**src/rtl/area_pkg.sv**
```systemverilog
// Shared definitions for the area exponent encoder/decoder pair.
// Holds width defaults, the decoder FSM states and the encoder's exponent ceiling.
package area_pkg;

  localparam int DEF_EXP_W  = 5;
  localparam int DEF_AREA_W = 16;
  localparam int MAX_EXP    = 16;

  typedef enum logic [1:0] {
    IDLE  = 2'd0,
    SHIFT = 2'd1,
    DONE  = 2'd2
  } state_t;

endpackage

```
**src/rtl/area_decode.sv**
```systemverilog
// Reconstructs linear pixel areas (lower/upper bound, square side) from an area
// exponent using a one-bit-per-cycle shifter with valid/ready on both sides.
module area_decode
  import area_pkg::*;
#(
  parameter int EXP_W  = DEF_EXP_W,
  parameter int AREA_W = DEF_AREA_W
) (
  input  logic                clk,
  input  logic                rst,
  input  logic                in_valid,
  output logic                in_ready,
  input  logic [EXP_W-1:0]    in_exp,
  output logic                out_valid,
  input  logic                out_ready,
  output logic [AREA_W-1:0]   area_lo,
  output logic [AREA_W-1:0]   area_hi,
  output logic [AREA_W/2-1:0] side_pix,
  output logic                sat
);

  localparam int CNT_W  = $clog2(AREA_W + 1);
  localparam int SIDE_W = AREA_W / 2;

  state_t             state;
  logic [AREA_W:0]    acc;
  logic [CNT_W-1:0]   cnt;
  logic [EXP_W-1:0]   e;
  logic [CNT_W-1:0]   ec;

  logic               lo_sat;
  logic               hi_sat;
  logic               side_sat;
  logic [AREA_W-1:0]  lo_val;
  logic [AREA_W-1:0]  hi_val;
  logic [SIDE_W-1:0]  side_val;

  assign in_ready  = (state == IDLE);
  assign out_valid = (state == DONE);

  // Shift count is clamped so acc never grows past 2^AREA_W.
  // NOTE: every variable assigned in always_comb gets a default first so no latch is inferred.
  always_comb begin
    ec = CNT_W'(AREA_W);
    if (int'(in_exp) < AREA_W) ec = CNT_W'(in_exp);
  end

  // acc reaches bit AREA_W exactly when e >= AREA_W, which is the area_lo overflow.
  assign lo_sat   = acc[AREA_W];
  assign hi_sat   = (int'(e) + 2) > AREA_W;
  assign side_sat = int'(e >> 1) >= SIDE_W;

  assign lo_val   = lo_sat   ? '1 : acc[AREA_W-1:0];
  assign hi_val   = hi_sat   ? '1 : ({acc[AREA_W-3:0], 2'b00} - AREA_W'(1));
  assign side_val = side_sat ? '1 : (SIDE_W'(1) << (e >> 1));

  // NOTE: state and data registers use non-blocking assignments so all updates see pre-edge values.
  always_ff @(posedge clk) begin
    if (rst) begin
      state    <= IDLE;
      acc      <= '0;
      cnt      <= '0;
      e        <= '0;
      area_lo  <= '0;
      area_hi  <= '0;
      side_pix <= '0;
      sat      <= 1'b0;
    end else begin
      case (state)
        IDLE: begin
          if (in_valid) begin
            e     <= in_exp;
            acc   <= {{AREA_W{1'b0}}, 1'b1};
            cnt   <= ec;
            state <= SHIFT;
          end
        end
        SHIFT: begin
          if (cnt != '0) begin
            acc <= acc << 1;
            cnt <= cnt - CNT_W'(1);
          end else begin
            area_lo  <= lo_val;
            area_hi  <= hi_val;
            side_pix <= side_val;
            sat      <= lo_sat | hi_sat | side_sat;
            state    <= DONE;
          end
        end
        DONE: begin
          if (out_ready) state <= IDLE;
        end
        default: state <= IDLE;
      endcase
    end
  end

endmodule

```
**config.mk**
```make
export PLATFORM = sky130hd
export DESIGN_NAME = area_decode
export DESIGN_NICKNAME = d
export VERILOG_FILES = /design/src/rtl/area_pkg.sv /design/src/rtl/area_decode.sv
export SDC_FILE = /design/constraint.sdc
export NUM_CORES = 1
export LEC_CHECK = 0
export CAP_MARGIN = 40
export CORE_MARGIN = 1
export CORE_UTILIZATION = 30
export DETAILED_ROUTE_END_ITERATION = 6
export HOLD_SLACK_MARGIN = 0.1
export PLACE_DENSITY_LB_ADDON = 0.05
export SLEW_MARGIN = 10
export SYNTH_ARGS = -nofsm -noshare
export SYNTH_HDL_FRONTEND = slang
export SYNTH_SLANG_ARGS = --single-unit
export TNS_END_PERCENT = 1
```
**constraint.sdc**
```tcl
create_clock -name clk -period 3 [get_ports clk]
set_clock_uncertainty 0.15 [all_clocks]
set_input_delay 0.9 -clock clk [delete_from_list [all_inputs] [get_ports clk]]
set_output_delay 0.9 -clock clk [all_outputs]
set_load 0.05 [all_outputs]
```
==> flow_metrics.tcl, run 1 <==
set metrics [dict create \
    nets 417 \
    numPortBuffers 51 \
    postSynthCellCount 360 \
    hold_violations 0 \
    yosys.cell_types.count 45 \
    tritoncts "done" \
    drtIter0Drc 73 \
    pre_cts_ws_ns 0.295 \
    gp_congestion 0.730 \
    final_cells 538 \
    ir_worst_vdd_mv 0.254 \
    cts-root-buf "clkbuf_8" \
    drt-wirelength-per-cell_um 14.2 \
    start_kind "flip-flop" \
    grt_pass1_wl_um 13100 \
    viasPerCell 4.68 \
    die_x_um 104 \
    drc 0 \
    finalCriticalPeriod_ns 2.78 \
    timing.slew.headroom_pct 55.7 \
    pwr_density_cell_mw_per_mm2 720 \
    wl_um 7650 \
    htreeDepth 3 \
    ys_seq_area_share_pct 44.0 \
    synth_ff_type "dfxtp_1" \
    synth_edf_count 0 \
    drive_gt1_share_pct 8.15 \
    dieArea_mm2 0.0109 \
    grt-ovfl-total 0 \
    num_io_pins 52 \
    syn_to_final_growth_pct 25.9 \
    timing.critical_path.buf_inv 1 \
    cts_buffers 9 \
    clk_latency_ns 0.34 \
    antennaDiodeCount 0 \
    rows 36 \
    yosysWarnings 0 \
    worst_ep_arrival_time_ns 1.73 \
    syn_nets 377 \
    n_fill_cell 1053 \
    grt_pass1_vias 2474 \
    cts_resized 0 \
    clock_path_buffers 2 \
    core_area_mm2 0.00995 \
    hold_class "reg -> reg" \
    ys_ff_latch 69 \
    slowest_stage "clkdlybuf4s50_1" \
    dpl.hpwl_um 5020 \
    finalPower_uw 2840 \
    track_usage_pct 15.2 \
    min_period_over_period_pct 92.6 \
    synth_area_mm2 0.00314 \
    num_vias 2518 \
    fin_ws_ns 0.223 \
    die_h_um 104 \
    ys_async_sr_fraction_pct 0 \
    initial_utilization_pct 31.5 \
    grt_start_max_net_pins 72 \
    crit_fanout 5 \
    antenna_found_initial 0 \
    cts_num_sinks 69 \
    timing.fmax_ghz 0.360 \
    ant_nets 0 \
    setup_viol 0 \
    place_inst 522 \
    finalInstanceArea_mm2 0.00395 \
    fin_tns_setup_ns 0 \
    cts_setup_buffers 0 \
    status "complete, no violations" \
    critPathCaptureType "primary output" \
    worst_path_largest_cell_delay_ns 0.82 \
    first_pass_iters 4 \
    cp_cell_sequence "nor2b_1 > clkdlybuf4s50_1" \
    clk_pin_slew_ns 0.08 \
    path_class "reg -> out" \
    rsz0062_at_grt "false" \
    place_area_mm2 0.00374 \
    finalMaxSlewViolations 0 \
    cp.required_ns 1.95 \
    ctsHoldBuffers 0 \
    syn_avg_cell_area_um2 8.72 \
    worstMarginPinSlew_ns 0.660 \
    power.leakage_uw 0.00152 \
    cap_viol_max_count 0 \
    cpLargestDelayFamily "buffers and inverters" \
]
-- per-layer routing --
metal	share of wire, %	wire (um)	vias up	GRT usage (%)
met5	0	0	-	0
met4	1.6	121	0	5.71
met3	3.5	265	8	3.38
met2	41	3100	47	22.1
met1	54	4160	1157	21.7
li1	-	-	1306	-
-- worst min-delay path, delay by kind of cell, from the launching register on --
family / cells / cell delay [ns]
flops: 1 / 0.31
simple gates: 2 / 0.14
-- through the flow --
stage               hold slack, ns  utilization [%]
floorplan                    0.311                -
global placement             0.322             37.6
detailed placement           0.339             37.6
CTS                          0.349             39.7
global route                 0.373             39.7
finish                       0.346             39.7
-- cells in the final DEF, fill, tap and decap left out, types with 3 or more instances in the layout --
| cell type | Yosys | routed |
|---|---|---|
| nand3_1 | 3 | 3 |
| nor2_1 | 81 | 81 |
| ha_1 | 8 | 8 |
| a211oi_1 | 19 | 19 |
| mux2i_1 | 18 | 18 |
| nand2b_1 | 3 | 3 |
| xor2_1 | 6 | 6 |
| a21oi_1 | 10 | 10 |
| buf_12 | 0 | 3 |
| clkdlybuf4s50_1 | 0 | 50 |
| dfxtp_1 | 69 | 69 |
| buf_4 | 2 | 4 |
| inv_1 | 10 | 10 |
| clkbuf_8 | 1 | 12 |
| and2_1 | 14 | 14 |
| nand4_1 | 3 | 3 |
| nand2_1 | 7 | 7 |
| xnor2_1 | 5 | 5 |
| nor3_1 | 45 | 45 |
-- power breakdown --
group          switching [uW]  internal, uW  total [uW]
sequential               70.9          1020        1090
combinational             598           344         941
clock                     363           452         815
total                    1030          1810        2840
-- synth_stat cells, types with 2 or more instances --
| master | n | area, um^2 |
|---|---|---|
| and3_1 | 2 | 12.5 |
| inv_1 | 10 | 37.5 |
| nor2_1 | 81 | 304 |
| and2_1 | 14 | 87.6 |
| buf_6 | 3 | 33.8 |
| a211oi_1 | 19 | 143 |
| xnor2_1 | 5 | 43.8 |
| clkbuf_1 | 14 | 52.6 |
| nand3_1 | 3 | 15.0 |
| a211o_1 | 2 | 17.5 |
| buf_4 | 2 | 15.0 |
| o31ai_1 | 2 | 15.0 |
| a211oi_2 | 2 | 25.0 |
| ha_1 | 8 | 100 |
| o21ai_0 | 2 | 10.0 |
| xor2_1 | 6 | 52.6 |
| buf_2 | 6 | 30.0 |
| mux2i_1 | 18 | 180 |
| nor2b_1 | 2 | 12.5 |
| a21oi_1 | 10 | 50.1 |
| a31oi_1 | 2 | 12.5 |
| nor3b_1 | 2 | 15.0 |
| nand2_1 | 7 | 26.3 |
| nor3_1 | 45 | 225 |
| nand2b_1 | 3 | 18.8 |
| dfxtp_1 | 69 | 1380 |
| nand4_1 | 3 | 18.8 |
-- logic make-up after synthesis --
logic type / Yosys count / share of synthesized area, %
adders and majority gates: 8 / 3.19
xor gates and xnor gates: 11 / 3.07
muxes: 18 / 5.74
DFF: 69 / 44.0
buffers and inverters: 39 / 6.46
and+or+nand+nor: 171 / 27.1
AOI/OAI and AO/OA: 44 / 10.4
-- layout make-up --
cell class,instances,area [um^2],share of cell area [%]
multi-input cells,252,1560,39.4
inverters,10,37.5,0.950
well taps,133,166,4.21
flip-flops and latches,69,1380,35.0
repair buffers,58,596,15.1
clock buffers,13,169,4.28
clock inverters,3,42.5,1.08
-- final timing paths --
path,from,endpoint,slack [ns],depth (start not counted)
worst min register to register,area_lo[3],area_lo[3],0.35,2
worst max register to register,e[3],area_hi[3],0.64,7
worst min-delay path,area_lo[3],area_lo[3],0.35,2
worst max-delay path,state[1],out_valid,0.22,2
-- sequential cells by signal (all words and copies together) (netlist names) --
register and count:
acc 17, area_lo 16, area_hi 15, side_pix 8
cnt 5, e 5, state 2, sat 1
Power figures use the tool's default switching activity.
==> inputs of run 2 (changes only) <==
--- a/config.mk
+++ b/config.mk
@@ -8,6 +8,7 @@
 export CAP_MARGIN = 40
 export CORE_MARGIN = 1
 export CORE_UTILIZATION = 30
+export CTS_BUF_LIST = sky130_fd_sc_hd__clkbuf_4 sky130_fd_sc_hd__clkbuf_8
 export DETAILED_ROUTE_END_ITERATION = 6
 export HOLD_SLACK_MARGIN = 0.1
 export PLACE_DENSITY_LB_ADDON = 0.05
==> constraint.sdc (replaced) <==
create_clock -name clk -period 3.5 [get_ports clk]
set_clock_uncertainty 0.15 [all_clocks]
set_input_delay 1.05 -clock clk [delete_from_list [all_inputs] [get_ports clk]]
set_output_delay 1.05 -clock clk [all_outputs]
set_load 0.05 [all_outputs]
==> run 2 against run 1 <==
  * Non-clock buffer count increased by 1
  * Setup slack improved by 0.34 ns
  * Die area unchanged
  * Cell count increased by 0.19%
  * Critical path type unchanged
==> flow_metrics.tcl, run 2 (synthesized netlist as in run 1, its figures left out) <==
set metrics [dict create \
    cp-startpoint "state[1]" \
    timing.fmax_ghz 0.341 \
    largest_register_ff_count 17 \
    track_usage_pct 15.0 \
    syn_to_final_growth_pct 24.4 \
    critPathCaptureType "primary output" \
    worstMarginPinSlew_ns 0.785 \
    reg2reg_slack_ns 0.78 \
    cts_resized 0 \
    timing.slew.headroom_pct 47.5 \
    rows 36 \
    slowest_stage "clkdlybuf4s50_1" \
    numPortBuffers 51 \
    tritoncts "done" \
    clk_pin_slew_ns 0.07 \
    grt_pass1_vias 2383 \
    timing.critical_path.buf_inv 1 \
    finalPower_uw 2320 \
    min_period_over_period_pct 83.9 \
    worst_path_largest_cell_delay_ns 0.82 \
    start_kind "flip-flop" \
    drtIter0Drc 114 \
    rsz0062_at_grt "false" \
    die_h_um 104 \
    fin_tns_setup_ns 0 \
    dieArea_mm2 0.0109 \
    cap_viol_max_count 0 \
    path_class "reg -> out" \
    initial_utilization_pct 31.5 \
    clk_latency_ns 0.34 \
    cpLargestDelayFamily "buffers and inverters" \
    grt_pass1_wl_um 12900 \
    pwr_density_cell_mw_per_mm2 594 \
    worstReg2RegEnd "area_hi[6]" \
    pre_cts_ws_ns 0.536 \
    finalMaxSlewViolations 0 \
    reg2reg_from "e[3]" \
    hold_violations 0 \
    nets 418 \
    largestRegisters "acc (17), area_lo (16), area_hi (15)" \
    ir_worst_vdd_mv 0.225 \
    grt-ovfl-total 0 \
    regMostFlops "acc" \
    reg2reg_depth 6 \
    cp_cell_sequence "nor2b_1 > clkdlybuf4s50_1" \
    drc 0 \
    status "complete, no violations" \
    ctsHoldBuffers 0 \
    crit_fanout 5 \
    cp_num_cells 2 \
    viasPerCell 4.68 \
    antenna_found_initial 0 \
    antennaDiodeCount 0 \
    setup_viol 0 \
    dpl.hpwl_um 5070 \
    cts_buffers 9 \
    first_pass_iters 4 \
    fin_ws_ns 0.564 \
    clock_path_buffers 2 \
    final_common_cell "nor2_1" \
    htreeDepth 3 \
    cts-root-buf "clkbuf_8" \
    whs_ns 0.346 \
    mostFrequentLayoutCells "nor2_1 (81), dfxtp_1 (69), clkdlybuf4s50_1 (50), nor3_1 (45), a211oi_1 (19)" \
    num_io_pins 52 \
    num_vias 2521 \
    cts_setup_buffers 0 \
    ant_nets 0 \
    endpoint "out_valid" \
    gp_congestion 0.734 \
    worst_ep_arrival_time_ns 1.74 \
    power.leakage_uw 0.00150 \
    drt-wirelength-per-cell_um 13.8 \
    hold_class "reg -> reg" \
    grt_start_max_net_pins 38 \
    cts_num_sinks 69 \
    finalCriticalPeriod_ns 2.94 \
    drive_gt1_share_pct 8.62 \
    core_area_mm2 0.00995 \
    cp.required_ns 2.30 \
    die_x_um 104 \
    wl_um 7460 \
]
## run 2: cell types whose count changed in the layout (fill, tap and decap cells not counted), sizes merged
cell and change:
clkinvlp +1, clkbuf -3, clkinv +3, buf +1
bufinv -1
## run 2: worst register-to-register path, stage by stage, from the launching register on
cell and delay, ns:
dfxtp_1 0.45, inv_1 0.16, ha_1 0.30, nor4bb_1 0.37, o21ai_0 0.21, a211oi_4 0.73, a311oi_1 0.19
## run 2: per-layer routing
layer  GRT usage, %  vias to the layer above  wire [um]
li1               -                     1314          -
met1           22.2                     1139       4060
met2           20.9                       56       2990
met3           2.76                       12        286
met4           6.12                        0        127
met5              0                        -          0
## run 2: worst min-delay path by stage
stage                     from          to  slack [ns]  cells past startpoint
global placement    area_hi[1]  area_hi[1]        0.32                      2
CTS                        sat         sat        0.35                      2
finish              area_lo[3]  area_lo[3]        0.35                      2
detailed placement         sat         sat        0.34                      2
floorplan                 e[0]        e[0]        0.31                      2
global route        area_hi[7]  area_hi[7]        0.37                      2
## run 2: through the flow
| stage | area (um^2) | instances | utilization [%] |
|---|---|---|---|
| after floorplan | 3140 | 360 | - |
| after detailed placement | 3730 | 523 | 37.5 |
| after CTS | 3910 | 539 | 39.2 |
| after global placement | 3710 | 522 | 37.3 |
| final | 3910 | 539 | 39.2 |
| after global routing | 3910 | 539 | 39.2 |
## run 2: report_power, final
| group | internal (uW) | switching, uW | total, uW |
|---|---|---|---|
| Clock | 274 | 313 | 587 |
| Sequential | 871 | 59.3 | 930 |
| Combinational | 291 | 512 | 803 |
## run 2: layout make-up
| type | count | area [um^2] |
|---|---|---|
| fill | 1038 | 6050 |
| multi-input combinational | 252 | 1560 |
| sequential | 69 | 1380 |
| timing repair buffer | 59 | 586 |
| tap | 133 | 166 |
| clock buffer | 10 | 138 |
| clock inverter | 6 | 38.8 |
| inverter | 10 | 37.5 |
